[src/rtl/audio_pkg.sv]
// Shared definitions for the oscillator amplitude path: envelope state codes
// and envelope width constants.
package audio_pkg;

    localparam int ENV_WIDTH_DEF = 16;
    localparam logic [ENV_WIDTH_DEF-1:0] ENV_MAX = {ENV_WIDTH_DEF{1'b1}};

    typedef enum logic [2:0] {
        ST_IDLE    = 3'd0,
        ST_ATTACK  = 3'd1,
        ST_DECAY   = 3'd2,
        ST_SUSTAIN = 3'd3,
        ST_RELEASE = 3'd4
    } env_state_t;

endpackage

[src/rtl/envelope_scaler.sv]
// Two-stage multiply pipeline: full-width product, then truncation to the
// top DATA_WIDTH bits with a one-cycle valid pulse.
module envelope_scaler #(
    parameter int DATA_WIDTH = 16,
    parameter int ENV_WIDTH  = 16
) (
    input  logic                  clk,
    input  logic                  rst,
    input  logic                  valid_in,
    input  logic [DATA_WIDTH-1:0] wave_in,
    input  logic [ENV_WIDTH-1:0]  env_in,
    output logic [DATA_WIDTH-1:0] audio_out,
    output logic                  out_valid
);

    localparam int PW = DATA_WIDTH + ENV_WIDTH;

    logic [PW-1:0]         prod_q;
    logic                  prod_valid_q;
    logic [DATA_WIDTH-1:0] audio_q;
    logic                  out_valid_q;

    always_ff @(posedge clk) begin
        if (rst) begin
            prod_q       <= '0;
            prod_valid_q <= 1'b0;
            audio_q      <= '0;
            out_valid_q  <= 1'b0;
        end else begin
            prod_valid_q <= valid_in;
            out_valid_q  <= prod_valid_q;
            if (valid_in) begin
                prod_q <= {{ENV_WIDTH{1'b0}}, wave_in} * {{DATA_WIDTH{1'b0}}, env_in};
            end
            // Truncating shift: keep only the top DATA_WIDTH product bits.
            if (prod_valid_q) begin
                audio_q <= prod_q[PW-1:ENV_WIDTH];
            end
        end
    end

    assign audio_out = audio_q;
    assign out_valid = out_valid_q;

endmodule

[src/rtl/adsr_envelope.sv]
// Gated ADSR envelope generator, advanced on sample_tick, feeding a scaler
// that multiplies the captured oscillator sample by the envelope.
module adsr_envelope
    import audio_pkg::*;
#(
    parameter int DATA_WIDTH = 16,
    parameter int ENV_WIDTH  = ENV_WIDTH_DEF
) (
    input  logic                  clk,
    input  logic                  rst,
    input  logic                  sample_tick,
    input  logic                  gate,
    input  logic [ENV_WIDTH-1:0]  attack_rate,
    input  logic [ENV_WIDTH-1:0]  decay_rate,
    input  logic [ENV_WIDTH-1:0]  sustain_level,
    input  logic [ENV_WIDTH-1:0]  release_rate,
    input  logic [DATA_WIDTH-1:0] wave_in,
    output logic [DATA_WIDTH-1:0] audio_out,
    output logic                  out_valid,
    output logic [ENV_WIDTH-1:0]  env_level,
    output logic [2:0]            env_state
);

    localparam logic [ENV_WIDTH:0] ENV_MAX_WIDE = {1'b0, {ENV_WIDTH{1'b1}}};

    env_state_t            state_q, state_d;
    logic [ENV_WIDTH-1:0]  env_q, env_d;
    logic [DATA_WIDTH-1:0] wave_q;
    logic                  tick_q;

    logic [ENV_WIDTH:0] attack_sum;
    logic [ENV_WIDTH:0] decay_floor;

    // Sums are one bit wider so saturation and the decay floor never wrap.
    assign attack_sum  = {1'b0, env_q} + {1'b0, attack_rate};
    assign decay_floor = {1'b0, sustain_level} + {1'b0, decay_rate};

    always_ff @(posedge clk) begin
        if (rst) begin
            state_q <= ST_IDLE;
            env_q   <= '0;
            wave_q  <= '0;
            tick_q  <= 1'b0;
        end else begin
            state_q <= state_d;
            env_q   <= env_d;
            tick_q  <= sample_tick;
            if (sample_tick) begin
                wave_q <= wave_in;
            end
        end
    end

    always_comb begin
        state_d = state_q;
        env_d   = env_q;
        if (sample_tick) begin
            if (gate && (state_q == ST_IDLE || state_q == ST_RELEASE)) begin
                state_d = ST_ATTACK;
            end else if (!gate && (state_q == ST_ATTACK || state_q == ST_DECAY ||
                                   state_q == ST_SUSTAIN)) begin
                state_d = ST_RELEASE;
            end else begin
                case (state_q)
                    ST_ATTACK: begin
                        if (attack_sum >= ENV_MAX_WIDE) begin
                            env_d   = {ENV_WIDTH{1'b1}};
                            state_d = ST_DECAY;
                        end else begin
                            env_d = attack_sum[ENV_WIDTH-1:0];
                        end
                    end
                    ST_DECAY: begin
                        if ({1'b0, env_q} <= decay_floor) begin
                            env_d   = sustain_level;
                            state_d = ST_SUSTAIN;
                        end else begin
                            env_d = env_q - decay_rate;
                        end
                    end
                    ST_SUSTAIN: env_d = sustain_level;
                    ST_RELEASE: begin
                        if (env_q <= release_rate) begin
                            env_d   = '0;
                            state_d = ST_IDLE;
                        end else begin
                            env_d = env_q - release_rate;
                        end
                    end
                    default: begin
                        env_d   = '0;
                        state_d = ST_IDLE;
                    end
                endcase
            end
        end
    end

    envelope_scaler #(
        .DATA_WIDTH(DATA_WIDTH),
        .ENV_WIDTH (ENV_WIDTH)
    ) u_scaler (
        .clk      (clk),
        .rst      (rst),
        .valid_in (tick_q),
        .wave_in  (wave_q),
        .env_in   (env_q),
        .audio_out(audio_out),
        .out_valid(out_valid)
    );

    assign env_level = env_q;
    assign env_state = state_q;

endmodule

[config.mk]
export PLATFORM = sky130hd
export DESIGN_NAME = adsr_envelope
export DESIGN_NICKNAME = d
export VERILOG_FILES = /design/src/rtl/audio_pkg.sv /design/src/rtl/envelope_scaler.sv /design/src/rtl/adsr_envelope.sv
export SDC_FILE = /design/constraint.sdc
export NUM_CORES = 1
export LEC_CHECK = 0
export CAP_MARGIN = 20
export CORE_UTILIZATION = 35
export CTS_CLUSTER_DIAMETER = 60
export CTS_CLUSTER_SIZE = 16
export DETAILED_ROUTE_END_ITERATION = 8
export SYNTH_ARGS = -nofsm -noshare
export SYNTH_HDL_FRONTEND = slang
export SYNTH_SLANG_ARGS = --single-unit
[constraint.sdc]
create_clock -name clk -period 5.74 [get_ports clk]
set_input_delay 1.148 -clock clk [delete_from_list [all_inputs] [get_ports clk]]
set_output_delay 1.148 -clock clk [all_outputs]
set_load 0.005 [all_outputs]
# Yosys cells after proc, flatten, opt, wreduce, memory -nomap -nowiden

Index checks and enable logic that the tools add are counted.

Word-level logic and storage cells: 45
Register bits after elaboration: 86
Input port bits: 84

Muxes and demuxes: 10
Bitwise logic cells: 2
Reductions and logical operators: 9
Equal/unequal tests: 8
$mul: 1
Add/sub/neg operators: 4
Order comparisons: 3

Operators with widths:

| operator                                                                | count |
|---|---|
| 16-bit case mux with 4 select lines                                     | 1 |
| 16-bit 2-to-1 mux                                                       | 3 |
| 16-bit by 16-bit adder with 17-bit output                               | 2 |
| 16-bit by 16-bit multiplier with 32-bit output                          | 1 |
| 16-bit subtractor                                                       | 2 |
| 17-bit by 16-bit >= comparator with 1-bit output, second input constant | 1 |
| 16-bit by 17-bit less-or-equal comparator with 1-bit output             | 1 |
| 16-bit less-or-equal comparator                                         | 1 |
| 3-bit 2-to-1 mux                                                        | 5 |
| 3-bit case mux with 4 select lines                                      | 1 |
| 4-bit by 2-bit inequality test with 1-bit output, second input constant | 2 |
| 3-bit by 2-bit == test with 1-bit output, second input constant         | 2 |
| 5-bit AND reduction                                                     | 1 |
| 4-bit by 1-bit inequality test with 1-bit output, second input constant | 1 |
| 3-bit by 1-bit == test with 1-bit output, second input constant         | 1 |
| 3-bit == test, second input constant                                    | 1 |
| 3-bit logical NOT                                                       | 1 |
| 1-bit logical OR                                                        | 3 |
| 3-bit by 2-bit inequality test with 1-bit output, second input constant | 1 |
| 3-bit AND reduction                                                     | 1 |
| 1-bit logical AND                                                       | 2 |
| 1-bit inverter                                                          | 2 |
| 1-bit logical NOT                                                       | 1 |

# Logic depth before layout (Yosys ltp)

Gate-level depths: netlist (run 1).

Depth after elaboration: 6
Mapped depth: 24
Gate-level depth less buffers: 22

# Cells and area by module

A second synthesis (run 1) with hierarchy kept.

Cell total of the unflattened synthesis: 1724
Area, all modules: 14621.5 sq um

By module, submodules not included:

| module          | area an instance (sq um) | cells an instance | sequential area each (sq um) | instances |
|---|---|---|---|---|
| envelope_scaler | 9407.8                   | 1056              | 680.7                        | 1 |
| adsr_envelope   | 5213.8                   | 668               | 720.7                        | 1 |

# Worst setup path before layout (run 1)

No wires, ideal clock.

Kind: flip-flop to flip-flop
Start: register env_q[7] (netlist: env_level[7])
End: register u_scaler.prod_q[31]
Stages on the path, launching flop included: 25
Clock period less this slack: 6226 ps
Path slack: -486 ps
Path buffers: 2
Arrival time: 6140 ps
Cells stage by stage: dfxtp_1 clkbuf_1 clkbuf_1 nand2_1 fa_1 inv_1 fa_1 inv_1 fa_1 inv_1 fa_1 fa_1 inv_1 fa_1 inv_1 ha_1 o211ai_1 o21ai_0 nand2_1 o41ai_4 a211oi_2 o31ai_2 a21oi_1 xnor2_1 a211oi_1

Word-level cells in the longest chain between the ends: 1

RTL lines:

| element                                        | line                  | RTL |
|---|---|---|
| from (decl)                                    | adsr_envelope.sv:27   | `logic [ENV_WIDTH-1:0] env_q, env_d;` |
| from (signal assigned)                         | adsr_envelope.sv:46   | `env_q <= env_d;` |
| 16-bit by 16-bit multiplier with 32-bit output | envelope_scaler.sv:33 | `prod_q <= {{ENV_WIDTH{1'b0}}, wave_in} * {{DATA_WIDTH{1'b0}}, env_in};` |
| to (signal assigned)                           | envelope_scaler.sv:33 |  |
| to (decl)                                      | envelope_scaler.sv:18 | `logic [PW-1:0] prod_q;` |

Every way passes these cells.
A chain may end at the register's enable or synchronous reset.

# Worst setup path after layout (run 1)

Start: register env_q[4] (netlist: env_level[4])
End: register u_scaler.prod_q[29]

The elaborated chain is that of the path after synthesis.

==> impl_metrics.csv, run 1 <==
group,metric,value,unit
outcome,status,"finished, violations left",
outcome,violations,"setup timing",
clocking,numClockSinks,70,
layout,syn2layout_area_growth,23.0,%
placement,dpl.cell_count,2436,
yosys,synthFlopType,"dfxtp_1",
worst_setup_path,crit_type,"flip-flop to flip-flop",
clocking,clk_latency,0.36,ns
global_route,grt_pass1_vias,13500,
power_and_ir_drop,sequentialPowerShare,0.312,
clocking,cts-buffers-inserted,9,
drt,final_antenna_net_count,0,
clocking,cts-root-buf,"clkbuf_16",
sta,slew_viol_final,0,
yosys,yosysSeqAreaShare,0.0963,
global_route,grt_pass1_wl,68.7,mm
power_and_ir_drop,p_leak,8.83,nW
drt,route.vias.total,12700,
yosys,async_reset_ff_frac,0,
worst_setup_path,cp_max_fo,6,
global_route,grt_antenna_before_repair,0,
placement,dpl.hpwl,34.8,mm
power_and_ir_drop,combPwrFrac,0.274,
worst_setup_path,path_cells,"buf_6 > and2_4 > fa_1 > inv_1 > fa_1 > fa_1 > inv_1 > fa_1 > fa_1 > inv_1 > fa_1 > inv_2 > ha_4 > o211ai_1 > o21ai_1 > nand2_2 > o41ai_4 > a211oi_4 > o31ai_2 > xor2_1 > mux2i_1 > nor2_1",
yosys,netlist_area,0.0146,mm^2
layout,fin_cells,2466,
drt,first_pass_iters,7,
clocking,h-tree-depth,3,
clocking,cts_tree,"built",
clocking,hold_buffers,0,
global_route,track_usage,0.208,
sta,fin_ws,-0.158,ns
worst_setup_path,path_common_cell,"fa_1",
sta,fin_crit_sh,1.03,
floorplan,core_area,0.0409,mm^2
sta,min_period,5.90,ns
drt,vias_per_cell,5.13,
clocking,cts.clk_slew.worst_paths,0.06,ns
sta,hold_ws,0.458,ns
sta,fin_worst_skew,0.0148,ns
sta,rsz0062_at_grt,"yes",
floorplan,die_w,206,um
drt,drc,0,
clocking,cts_buffer_depth,2,
power_and_ir_drop,p_sw,0.524,mW
global_route,met1_usage,0.266,
layout,nFillCells,4162,
floorplan,ios,120,
sta,tightest_slew,0.958,ns
sta,max_freq,0.170,GHz
power_and_ir_drop,pwr-share-clk,0.414,
yosys,synth_edf_count,0,
yosys,ys_types,78,
sta,hold_violations,0,
global_route,grt.busiest_layer,"met2",
yosys,syn_nets,2189,
floorplan,die_h,206,um
drt,routedWlPerCell,17.0,um
yosys,ys_ff_latch,70,
drt,routed_wl,41.9,mm
sta,relSlewSlack,0.360,
layout,nNetsFinal,2390,
power_and_ir_drop,switching_share,0.313,
placement,gp_congestion,0.911,
global_route,grt.met2_usage,0.364,
floorplan,rows,74,
worst_setup_path,slowest_stage,"o41ai_4",
floorplan,dieArea,0.0424,mm^2
power_and_ir_drop,power-per-cell-area,93.5,mW/mm^2
power_and_ir_drop,intPower,1.15,mW
worst_setup_path,crit_required,6.03,ns
worst_setup_path,worst_setup_path_start_kind,"flip-flop",
placement,port_buffers,119,
floorplan,initial_core_util,0.356,
yosys,synth.avg_cell_area,8.42,um^2
global_route,grt_overflow_total,0,
placement,pre_cts_ws,-0.383,ns
worst_setup_path,arrival,6.19,ns
global_route,grt_max_degree,43,
sta,setup_viol,8,
worst_setup_path,worstSetupEndpointType,"flip-flop",
run,cap_violations,0,
drt,dr.first_iter.drc_count,781,
yosys,synth_cells,1728,
global_route,grt_util_met3,0.0235,
layout,n_antenna_cell,0,
power_and_ir_drop,ir_drop,133,uV
worst_setup_path,cpPeakStageDelay,0.54,ns
yosys,synth_warnings,0,
layout,drive_gt1_frac,0.133,
worst_hold_path,min_path_type,"flip-flop to flip-flop",
sequential cells by signal (all words and copies together), names as in the netlist:
name,count
u_scaler.prod_valid_q,1
u_scaler.out_valid,1
u_scaler.audio_out,16
wave_q,16
u_scaler.prod_q,16
env_state,3
tick_q,1
env_level,16
cell type report:
class,count,area [um^2],area share
clock buffer,10,239,0.0134
sequential,70,1470,0.0819
inverter,297,1110,0.0623
clock inverter,6,116,0.00650
tap,532,666,0.0372
multi-input combinational,1293,12000,0.671
timing repair buffer,258,2290,0.128
Yosys cell counts (6+ instances only):
cell type / number / share of area
or3_1: 8 / 0.0034
nand3_1: 21 / 0.0072
a31oi_1: 7 / 0.0030
o21a_1: 9 / 0.0046
xnor2_1: 33 / 0.020
a21o_1: 25 / 0.013
buf_1: 6 / 0.0015
nand4_1: 17 / 0.0073
nor3_1: 12 / 0.0041
fa_1: 197 / 0.27
clkbuf_1: 56 / 0.014
ha_1: 180 / 0.15
and3_1: 7 / 0.0030
nand2b_1: 9 / 0.0039
nor2b_1: 8 / 0.0034
o21bai_1: 6 / 0.0031
nor2_1: 85 / 0.022
a221oi_2: 9 / 0.0093
a222oi_1: 8 / 0.0055
o21ai_1: 7 / 0.0024
dfxtp_1: 70 / 0.096
mux2i_1: 46 / 0.032
a211oi_1: 15 / 0.0077
inv_1: 297 / 0.077
o211ai_1: 6 / 0.0031
o21ai_0: 44 / 0.015
a211o_1: 6 / 0.0036
a21oi_1: 79 / 0.027
and2_1: 122 / 0.052
nand2_1: 212 / 0.055
xor2_1: 27 / 0.016
critical path: cells and delay by family, from the launching register on:
| kind | cells | cell delay, ns |
|---|---|---|
| adders and majority gates | 7 | 3.15 |
| AOI/OAI and AO/OA | 5 | 1.26 |
| and+or+nand+nor | 3 | 0.39 |
| DFF | 1 | 0.38 |
| buffers and inverters | 5 | 0.34 |
| xor gates and xnor gates | 1 | 0.20 |
| muxes | 1 | 0.10 |
path summary, 6_finish.rpt:
check                       from             endpoint  slack, ns  cells past startpoint
min reg2reg  u_scaler.prod_q[30]  u_scaler.prod_q[30]       0.46                      2
max reg2reg         env_level[4]  u_scaler.prod_q[29]      -0.16                     22
min          u_scaler.prod_q[30]  u_scaler.prod_q[30]       0.46                      2
max                 env_level[4]  u_scaler.prod_q[29]      -0.16                     22
repair_timing:
item / CTS / global route
pin swaps: 25 / 41
cloned: 0 / 0
endpoints found under the setup margin: 16 / 31
setup buffers: 6 / 11
resized for setup: 43 / 39
metal layers:
metal,vias up,share of wire,wire (um)
met2,275,0.49,20400
met4,0,0.026,1080
met5,-,0,0
li1,6052,-,-
met3,54,0.042,1750
met1,6279,0.45,18700
logic make-up after synthesis:
| kind of cell | after synthesis | synth area share |
|---|---|---|
| and+or+nand+nor | 521 | 0.172 |
| adders and majority gates | 377 | 0.426 |
| buffers and inverters | 365 | 0.0953 |
| AOI/OAI and AO/OA | 289 | 0.143 |
| DFF | 70 | 0.0963 |
| xor gates and xnor gates | 60 | 0.0361 |
| muxes | 46 | 0.0316 |
power groups by stage:
stage               clock [mW]  combinational (mW)  sequential (mW)
finish                   0.693               0.459            0.521
global route             0.718               0.502            0.523
CTS                      0.704               0.442            0.521
detailed placement           0               0.436            0.533
global placement             0               0.433            0.533
floorplan                    0               0.254            0.515
metrics by stage:
| step | util | area, um^2 | setup TNS (ns) | total power, mW |
|---|---|---|---|---|
| global placement | 0.419 | 17100 | -6.27 | 0.966 |
| CTS | 0.432 | 17700 | -0.440 | 1.67 |
| finish | 0.437 | 17900 | -0.749 | 1.67 |
| floorplan | - | 14700 | 0 | 0.769 |
| detailed placement | 0.419 | 17100 | -7.87 | 0.969 |
| global route | 0.437 | 17900 | -3.55 | 1.74 |
placed cells by master, fill, tap and decap left out, drive strengths merged, types with 8 or more instances in the layout:
| cell | instances |
|---|---|
| nand2b | 9 |
| o21ai | 51 |
| nand3 | 21 |
| nand2 | 212 |
| buf | 140 |
| a222oi | 8 |
| or3 | 8 |
| fa | 197 |
| and2 | 122 |
| inv | 299 |
| clkbuf | 10 |
| nor2 | 86 |
| a21o | 25 |
| a211oi | 17 |
| nor3 | 13 |
| xor2 | 27 |
| clkdlybuf4s50 | 116 |
| ha | 180 |
| xnor2 | 33 |
| a21oi | 81 |
| dfxtp | 70 |
| a31oi | 8 |
| mux2i | 46 |
| nor2b | 8 |
| nand4 | 17 |
| a221oi | 11 |
| o21a | 9 |
No activity file was read; power rests on OpenSTA's default activity.
==> run 2, diff against run 1 <==
Settings changed: CTS_CLUSTER_SIZE 16 to default.
==> results of run 2 <==
The final DEF is identical to that of run 1; final timing and power are the same.
